**src/rtl/uart_rx_if.sv**
```systemverilog
// Serial-receive bundle between a UART receiver and its user: baud tick and RX line in,
// received byte, done strobe, framing flag and debug state out.
interface uart_rx_if #(
    parameter int DBIT = 8
);
    logic            tick;
    logic            rx;
    logic            rxDone;
    logic [DBIT-1:0] dout;
    logic            frameErr;
    logic [1:0]      state;

    modport master (
        output tick,
        output rx,
        input  rxDone,
        input  dout,
        input  frameErr,
        input  state
    );

    modport slave (
        input  tick,
        input  rx,
        output rxDone,
        output dout,
        output frameErr,
        output state
    );
endinterface

```
**src/rtl/uart_rx.sv**
```systemverilog
// 8N1 UART receiver with 16x oversampling against an external baud tick, LSB first.
// Define UART_RX_SYNC_EN to pass RX through a 2-flop synchronizer for asynchronous pins.
module uart_rx #(
    parameter int DBIT    = 8,
    parameter int SB_TICK = 16
) (
    input  logic     i_clk,
    input  logic     i_reset_n,
    uart_rx_if.slave bus
);
    localparam int NW = (DBIT > 1) ? $clog2(DBIT) : 1;
    localparam int SW = ($clog2(SB_TICK) > 4) ? $clog2(SB_TICK) : 4;

    localparam logic [SW-1:0] MID_START = SW'(7);
    localparam logic [SW-1:0] LAST_DATA = SW'(15);
    localparam logic [SW-1:0] LAST_STOP = SW'(SB_TICK - 1);
    localparam logic [NW-1:0] LAST_BIT  = NW'(DBIT - 1);

    typedef enum logic [1:0] {
        IDLE  = 2'b00,
        START = 2'b01,
        DATA  = 2'b10,
        STOP  = 2'b11
    } state_t;

    state_t          r_state, w_stateNext;
    logic [SW-1:0]   r_tickCnt, w_tickCntNext;
    logic [NW-1:0]   r_bitCnt, w_bitCntNext;
    logic [DBIT-1:0] r_shiftReg, w_shiftRegNext;
    logic [DBIT-1:0] r_dout, w_doutNext;
    logic            r_frameErr, w_frameErrNext;
    logic            r_rxDone, w_rxDoneNext;
    logic            w_rx;

`ifdef UART_RX_SYNC_EN
    logic [1:0] r_rxSync;

    // Reset to the idle-high level so leaving reset never looks like a start edge
    always_ff @(posedge i_clk) begin
        if (!i_reset_n) begin
            r_rxSync <= 2'b11;
        end else begin
            r_rxSync <= {r_rxSync[0], bus.rx};
        end
    end

    assign w_rx = r_rxSync[1];
`else
    assign w_rx = bus.rx;
`endif

    always_ff @(posedge i_clk) begin
        if (!i_reset_n) begin
            r_state    <= IDLE;
            r_tickCnt  <= '0;
            r_bitCnt   <= '0;
            r_shiftReg <= '0;
            r_dout     <= '0;
            r_frameErr <= 1'b0;
            r_rxDone   <= 1'b0;
        end else begin
            r_state    <= w_stateNext;
            r_tickCnt  <= w_tickCntNext;
            r_bitCnt   <= w_bitCntNext;
            r_shiftReg <= w_shiftRegNext;
            r_dout     <= w_doutNext;
            r_frameErr <= w_frameErrNext;
            r_rxDone   <= w_rxDoneNext;
        end
    end

    // Start detection in IDLE is per clock; every later decision waits for a baud tick
    always_comb begin
        w_stateNext    = r_state;
        w_tickCntNext  = r_tickCnt;
        w_bitCntNext   = r_bitCnt;
        w_shiftRegNext = r_shiftReg;
        w_doutNext     = r_dout;
        w_frameErrNext = r_frameErr;
        w_rxDoneNext   = 1'b0;

        case (r_state)
            IDLE: begin
                if (!w_rx) begin
                    w_stateNext   = START;
                    w_tickCntNext = '0;
                end
            end
            START: begin
                if (bus.tick) begin
                    if (r_tickCnt == MID_START) begin
                        if (!w_rx) begin
                            w_stateNext   = DATA;
                            w_tickCntNext = '0;
                            w_bitCntNext  = '0;
                        end else begin
                            w_stateNext = IDLE;
                        end
                    end else begin
                        w_tickCntNext = r_tickCnt + 1'b1;
                    end
                end
            end
            DATA: begin
                if (bus.tick) begin
                    if (r_tickCnt == LAST_DATA) begin
                        w_shiftRegNext = {w_rx, r_shiftReg[DBIT-1:1]};
                        w_tickCntNext  = '0;
                        if (r_bitCnt == LAST_BIT) begin
                            w_stateNext = STOP;
                        end else begin
                            w_bitCntNext = r_bitCnt + 1'b1;
                        end
                    end else begin
                        w_tickCntNext = r_tickCnt + 1'b1;
                    end
                end
            end
            STOP: begin
                if (bus.tick) begin
                    if (r_tickCnt == LAST_STOP) begin
                        w_doutNext     = r_shiftReg;
                        w_frameErrNext = ~w_rx;
                        w_rxDoneNext   = 1'b1;
                        w_stateNext    = IDLE;
                    end else begin
                        w_tickCntNext = r_tickCnt + 1'b1;
                    end
                end
            end
            default: begin
                w_stateNext = IDLE;
            end
        endcase
    end

    assign bus.rxDone   = r_rxDone;
    assign bus.dout     = r_dout;
    assign bus.frameErr = r_frameErr;
    assign bus.state    = r_state;
endmodule
```
**src/flat_wrapper.sv**
```systemverilog
// flat-port wrapper written by rule: the top's interface ports become plain ports
module uart_rx_flat 
#(
    parameter int DBIT    = 8,
    parameter int SB_TICK = 16
)
  (i_clk, i_reset_n, bus_tick, bus_rx, bus_rxDone, bus_dout, bus_frameErr, bus_state);
  uart_rx_if #(.DBIT(DBIT)) bus_i ();
  input  logic i_clk;
  input  logic i_reset_n;
  input wire logic [$bits(bus_i.tick)-1:0] bus_tick;
  input wire logic [$bits(bus_i.rx)-1:0] bus_rx;
  output wire logic [$bits(bus_i.rxDone)-1:0] bus_rxDone;
  output wire logic [$bits(bus_i.dout)-1:0] bus_dout;
  output wire logic [$bits(bus_i.frameErr)-1:0] bus_frameErr;
  output wire logic [$bits(bus_i.state)-1:0] bus_state;
  assign bus_i.tick = bus_tick;
  assign bus_i.rx = bus_rx;
  assign bus_rxDone = bus_i.rxDone;
  assign bus_dout = bus_i.dout;
  assign bus_frameErr = bus_i.frameErr;
  assign bus_state = bus_i.state;
  uart_rx #(.DBIT(DBIT), .SB_TICK(SB_TICK)) u_core (.i_clk(i_clk), .i_reset_n(i_reset_n), .bus(bus_i));
endmodule
```
**config.mk**
```make
export PLATFORM = sky130hd
export DESIGN_NAME = uart_rx_flat
export DESIGN_NICKNAME = d
export VERILOG_FILES = /design/src/rtl/uart_rx_if.sv /design/src/rtl/uart_rx.sv /design/src/flat_wrapper.sv
export SDC_FILE = /design/constraint.sdc
export NUM_CORES = 1
export LEC_CHECK = 0
export ABC_AREA = 1
export BUFFER_PORTS_ARGS = -buffer_cell sky130_fd_sc_hd__buf_2
export CAP_MARGIN = 20
export CORE_MARGIN = 8
export CORE_UTILIZATION = 50
export DETAILED_ROUTE_END_ITERATION = 6
export PLACE_DENSITY = 0.7
export SLEW_MARGIN = 30
export SYNTH_ARGS = -nofsm -noshare
export SYNTH_HDL_FRONTEND = slang
export SYNTH_SLANG_ARGS = --single-unit
export TNS_END_PERCENT = 30
```
**constraint.sdc**
```tcl
create_clock -name i_clk -period 1.7 [get_ports i_clk]
set_input_delay 0.255 -clock i_clk [delete_from_list [all_inputs] [get_ports i_clk]]
set_output_delay 0.255 -clock i_clk [all_outputs]
set_load 0.02 [all_outputs]
```
======== After elaboration in Yosys (flattened, before gate mapping) ========
Index checks and enable logic that the tools add are counted.
W data, S select, Z words.
storage, ports and cells
  register bits ........................... 27
  input port bits ......................... 4
  output and inout port bits .............. 12
  logic and storage cells ................. 61
cells by class
  add/sub/neg operators ................... 2
  equality and inequality tests ........... 17
  multiplexer cells ....................... 26
  bitwise gates (word level) .............. 1
  reductions and logical operators ........ 8
operator list
  operator               number
  $mux W4                7
  $mux W2                9
  $mux W3                6
  $pmux W4 S4            1
  $ne A2 B2 Y1 const B   7
  $reduce_and A3 Y1      3
  $ne A2 B1 Y1 const B   4
  $pmux W2 S4            1
  $reduce_and A8 Y1      1
  $reduce_and A7 Y1      1
  $pmux W3 S2            1
  $add A4 B1 Y4 const B  1
  $eq A2 B2 Y1 const B   2
  $eq A4 B3 Y1 const B   1
  $eq A4 B4 Y1 const B   1
  $reduce_and A4 Y1      1
  $add A3 B1 Y3 const B  1
  $eq A3 B3 Y1 const B   1
  $eq A2 B1 Y1 const B   1
  $logic_not A2 Y1       1
  $reduce_bool A2 Y1     1
  $mux W1                1
  $not A1 Y1             1

======== Depth between registers and ports, before layout ========
  word-level depth ........................ 5
  depth in mapped cells ................... 9
  mapped depth without buffers ............ 8

======== Worst setup path before layout ========
OpenSTA, ideal clock, no wires.
  path type ............................... register to register
  start point ............................. register u_core.r_state[0], in the netlist u_core.bus.state[0]
  end point ............................... register u_core.r_dout[0], in the netlist u_core.bus.dout[0]
  setup time .............................. 116 ps
  data arrival time ....................... 1,153 ps
  data required time ...................... 1,584 ps
  slack ................................... 431 ps
  cell stages (with the launch flop) ...... 7
  buffers on the path ..................... 1
  clock period less this slack ............ 1,269 ps
  cells stage by stage .................... dfxtp_1 -> buf_6 -> nand2_2 -> nor2_4 -> nand2_4 -> o21ai_0 -> nor2_1
on the way
  cells in the longest elaborated chain, start to end .. 2
RTL lines
  element                             line           source
  start: declaration                  uart_rx.sv:26  state_t r_state, w_stateNext;
  start signal: assignment            uart_rx.sv:62  r_state <= w_stateNext;
  $eq A2 B2 Y1                        uart_rx.sv:82  case (r_state)
  $reduce_and A3 Y1 (no source line)  --
  end signal: assignment              uart_rx.sv:66  r_dout <= w_doutNext;
  end: declaration                    uart_rx.sv:30  logic [DBIT-1:0] r_dout, w_doutNext;
No other way between the ends.
A chain may end at the register's enable or synchronous reset.

======== Worst setup path in the final report ========
  start point ............................. register u_core.r_state[0], in the netlist u_core.bus.state[0]
  end point ............................... output bus_state[0]
RTL lines
  element           line                source
  end: declaration  flat_wrapper.sv:16  output wire logic [$bits(bus_i.state)-1:0] bus_state;
No word-level cell between the ends.

==> flow_results.org <==
** Floorplan
- The total area inside the core boundary comes to roughly 2500 µm².
- Die outline width :: around 66 µm
- Die outline height :: 66.50 µm
- FP Rows :: 18
- Number of I/O pins :: 16
- Initial Utilization :: 51.94%
- DIE AREA :: between 4000 and 5000 µm²

** STA
- Worst Setup Slack, final :: 0.2262 ns
- Final setup skew :: between 0.004 and 0.005 ns
- Slew HR :: 69.27%
- Max Slew Vio Count :: 0
- Portion of the clock cycle consumed by the worst path in the final layout :: 86.69%
- Final hold slack :: roughly 0.15 ns
- Slew at the pin with the worst max-slew slack :: 0.4603 ns
- Based on the critical path, the design can be clocked at up to 0.6785 GHz.
- Setup repair after global routing left no endpoint under its margin.
- Counting I/O delays and the setup requirement, the final critical path takes 1.474 ns.
- Setup-violating endpoint count in the final report :: 0
- Setup TNS :: 0 ns
- The number of failing hold endpoints at the final stage is 0.

** Critical path
- Crit Path Max Fanout :: 9
- The worst setup path is captured at an output port.
- Data required time at the worst endpoint :: 1.44 ns
- Grouping stages by cell kind, the critical path spends the most delay in flip-flops.
- CP Launch Type :: flop
- By startpoint and endpoint, the worst setup path is classified as reg -> out.
- Data on the critical path arrives at its endpoint at 1.22 ns.
- Buffers & Inverters on Critical Path :: 1
- Ordered cell list for the critical path :: buf_2
- Crit path max-delay cell type :: sky130_fd_sc_hd__dfxtp_1
- Slowest Stage Delay on Critical Path :: between 0.6 and 0.7 ns

** Cells and area
- Of the cells placed in the final design, the portion with a size suffix greater than 1 is between 20% and 30%.
- Top library cells by usage in the layout, fill and taps aside :: 44 x sky130_fd_sc_hd__nor2_1, 27 x sky130_fd_sc_hd__nand2_1, 27 x sky130_fd_sc_hd__dfxtp_1
- The final layout contains 192 nets.
- After routing the design area is roughly 1400 µm².
- Area delta synth->final :: 8.832%
- 0 antenna diodes ended up in the layout.
- Number of fillers in the final layout :: 240
- Most common library cell in the layout ignoring fill and taps :: sky130_fd_sc_hd__nor2_1

** Clock tree
- Post-cts gate resize count :: 0
- Post-CTS Setup Inserts :: 0
- The clock passes through at most 2 buffers.
- In this run, post-CTS hold repair placed 0 buffers.
- TritonCTS built the clock tree.
- The later pin in the worst-skew pair is clocked with a latency of 0.33 ns.
- The number of clock buffers added by TritonCTS is 3.
- Total number of clock tree sinks :: 27
- After clock tree synthesis, the clock-pin slew on the worst setup and hold paths is 0.15 ns.
- CTS root buffer :: sky130_fd_sc_hd__clkbuf_4
- In this run the number of H-tree levels came out at 1.

** Synthesis
- Mean post-synth cell area :: 7.544 µm²
- Post-Syn Nets :: 176
- The synthesized netlist occupies a cell area of 1275 µm².
- Post-synthesis cell type count :: 25
- Number of warnings printed during yosys synthesis :: 0
- FF+latch count, synth :: 27
- Sequential elements use between 40% and 50% of the synthesized area.
- Gate Count Post-Synth :: 169

** Drt
- Detail-routed net length per standard cell :: 11.03 µm
- Number of optimization iterations in the first detailed-route pass :: 4
- Routed vias/inst :: roughly 4.9
- After detailed routing, the number of remaining DRC violations is 0.
- First DRT Iteration DRCs :: 25
- Routed wire length :: 2361 µm
- The routed layout has 1056 vias.
- The detail route stage leaves a number of antenna-violating nets equal to 0.

** Global route
- Global-route wire length before repair :: 4312 µm
- Via count of the first global-routing pass :: around 1000
- Global routing finished with a remaining overflow of 0.
- Number of antenna violations at the first check in global routing :: 0
- Entering global routing, the biggest net connects 24 pins.
- Total global routing track utilization :: 12.32%

** Job
- Max-cap violations in this run came to 0.

** Placed design
- Post-DP Area :: 1358 µm²
- Detailed placement ended at an HPWL of 1789 µm.
- Placement-stage worst setup slack :: 0.2764 ns
- Final weighted congestion in routability-driven placement :: between 0.8 and 0.9
- Port-buffer cells :: 15

** Status
- The flow ran to the end, and the final reports show no timing, DRC or antenna violations.

** Power
- Power density over the cells :: 1068 nW/µm²
- Across the VDD grid, the largest voltage drop is approximately 650 µV.
- In this run the static leakage power is 0.6029 nW.
- PnR Total Power :: 1.482 mW

** Worst hold path
- Path type of the worst min-delay path :: in -> reg
## worst register-to-register path, stage by stage (launching register included)
cell	delay (ns)
sky130_fd_sc_hd__dfxtp_1	0.64
sky130_fd_sc_hd__nand2_2	0.15
sky130_fd_sc_hd__nor2_4	0.20
sky130_fd_sc_hd__nand2_4	0.12
sky130_fd_sc_hd__o21ai_0	0.20
sky130_fd_sc_hd__nor2_1	0.06
## report_power, final
group	switching, mW	internal [mW]
registers	0.0804	0.687
clock network	0.202	0.0902
logic	0.267	0.156
total	0.549	0.933
## flip-flops by register name, summed over array words and instances (netlist names), named ones only
name                 count
u_core.bus.dout          8
u_core.r_bitCnt          3
u_core.r_tickCnt         4
u_core.bus.state         1
u_core.bus.frameErr      1
u_core.r_shiftReg        8
u_core.bus.rxDone        1
## path summary, 6_finish.rpt
path | startpoint | endpoint | slack (ns) | cells past startpoint
max | u_core.bus.state[0] | bus_state[0] | 0.23 | 1
min | bus_rx | u_core.bus.frameErr | 0.15 | 2
max reg2reg | u_core.bus.state[0] | u_core.bus.dout[7] | 0.25 | 5
min reg2reg | u_core.bus.dout[1] | u_core.bus.dout[1] | 0.49 | 2
## per-layer routing
layer  routed length (µm)  vias up  global-route usage [%]
li1                     -      567                       -
met4                   47        0                   7.733
met5                    0        -                       0
met2                 1089       16                   19.54
met3                  107        4                   2.852
met1                 1115      469                   14.65
## Yosys cell counts
cell / number / area, µm²
sky130_fd_sc_hd__nor2_2: 2 / 12.51
sky130_fd_sc_hd__nand3_4: 1 / 17.52
sky130_fd_sc_hd__nor3_2: 1 / 10.01
sky130_fd_sc_hd__inv_1: 7 / 26.28
sky130_fd_sc_hd__a21oi_2: 1 / 8.760
sky130_fd_sc_hd__o21ai_0: 19 / 95.09
sky130_fd_sc_hd__nand3b_1: 1 / 7.510
sky130_fd_sc_hd__clkbuf_1: 2 / 7.510
sky130_fd_sc_hd__xor2_1: 1 / 8.760
sky130_fd_sc_hd__nor2_4: 5 / 56.30
sky130_fd_sc_hd__inv_2: 4 / 15.01
sky130_fd_sc_hd__clkinv_4: 1 / 8.760
sky130_fd_sc_hd__nand2_1: 27 / 101.4
sky130_fd_sc_hd__buf_6: 2 / 22.52
sky130_fd_sc_hd__dfxtp_1: 27 / 540.5
sky130_fd_sc_hd__o21ai_2: 2 / 17.52
sky130_fd_sc_hd__nand3_2: 2 / 20.02
sky130_fd_sc_hd__a21oi_1: 7 / 35.03
sky130_fd_sc_hd__nand2_2: 3 / 18.77
sky130_fd_sc_hd__clkinv_2: 1 / 5.000
sky130_fd_sc_hd__nand2_4: 1 / 11.26
sky130_fd_sc_hd__nand3_1: 4 / 20.02
sky130_fd_sc_hd__ha_1: 3 / 37.54
sky130_fd_sc_hd__or2_2: 1 / 6.260
sky130_fd_sc_hd__nor2_1: 44 / 165.2
## final cells by class
type | instances | area [µm²] | share of cell area [%]
sequential | 27 | 540.5 | 38.95
timing repair buffer | 15 | 75.07 | 5.410
multi-input combinational | 125 | 649.4 | 46.80
tap | 30 | 37.54 | 2.705
clock buffer | 3 | 22.52 | 1.623
clock inverter | 1 | 7.507 | 0.5410
inverter | 13 | 55.05 | 3.968
## logic make-up (layout without fill, tap and decap cells)
| logic type | after synthesis | after routing | share of synthesized area, % |
|---|---|---|---|
| buffers and inverters | 17 | 32 | 6.673 |
| adders and majority gates | 3 | 3 | 2.944 |
| DFF | 27 | 27 | 42.39 |
| AOI/OAI and AO/OA | 29 | 29 | 12.27 |
| xor gates and xnor gates | 1 | 1 | 0.6871 |
| and+or+nand+nor | 92 | 92 | 35.04 |
## through the flow
step | cells | utilization (%)
floorplan | 169 | -
global placement | 210 | 55.30
detailed placement | 210 | 55.30
CTS | 214 | 56.52
global route | 214 | 56.52
finish | 214 | 56.52
(Power assumes the default switching activity.)
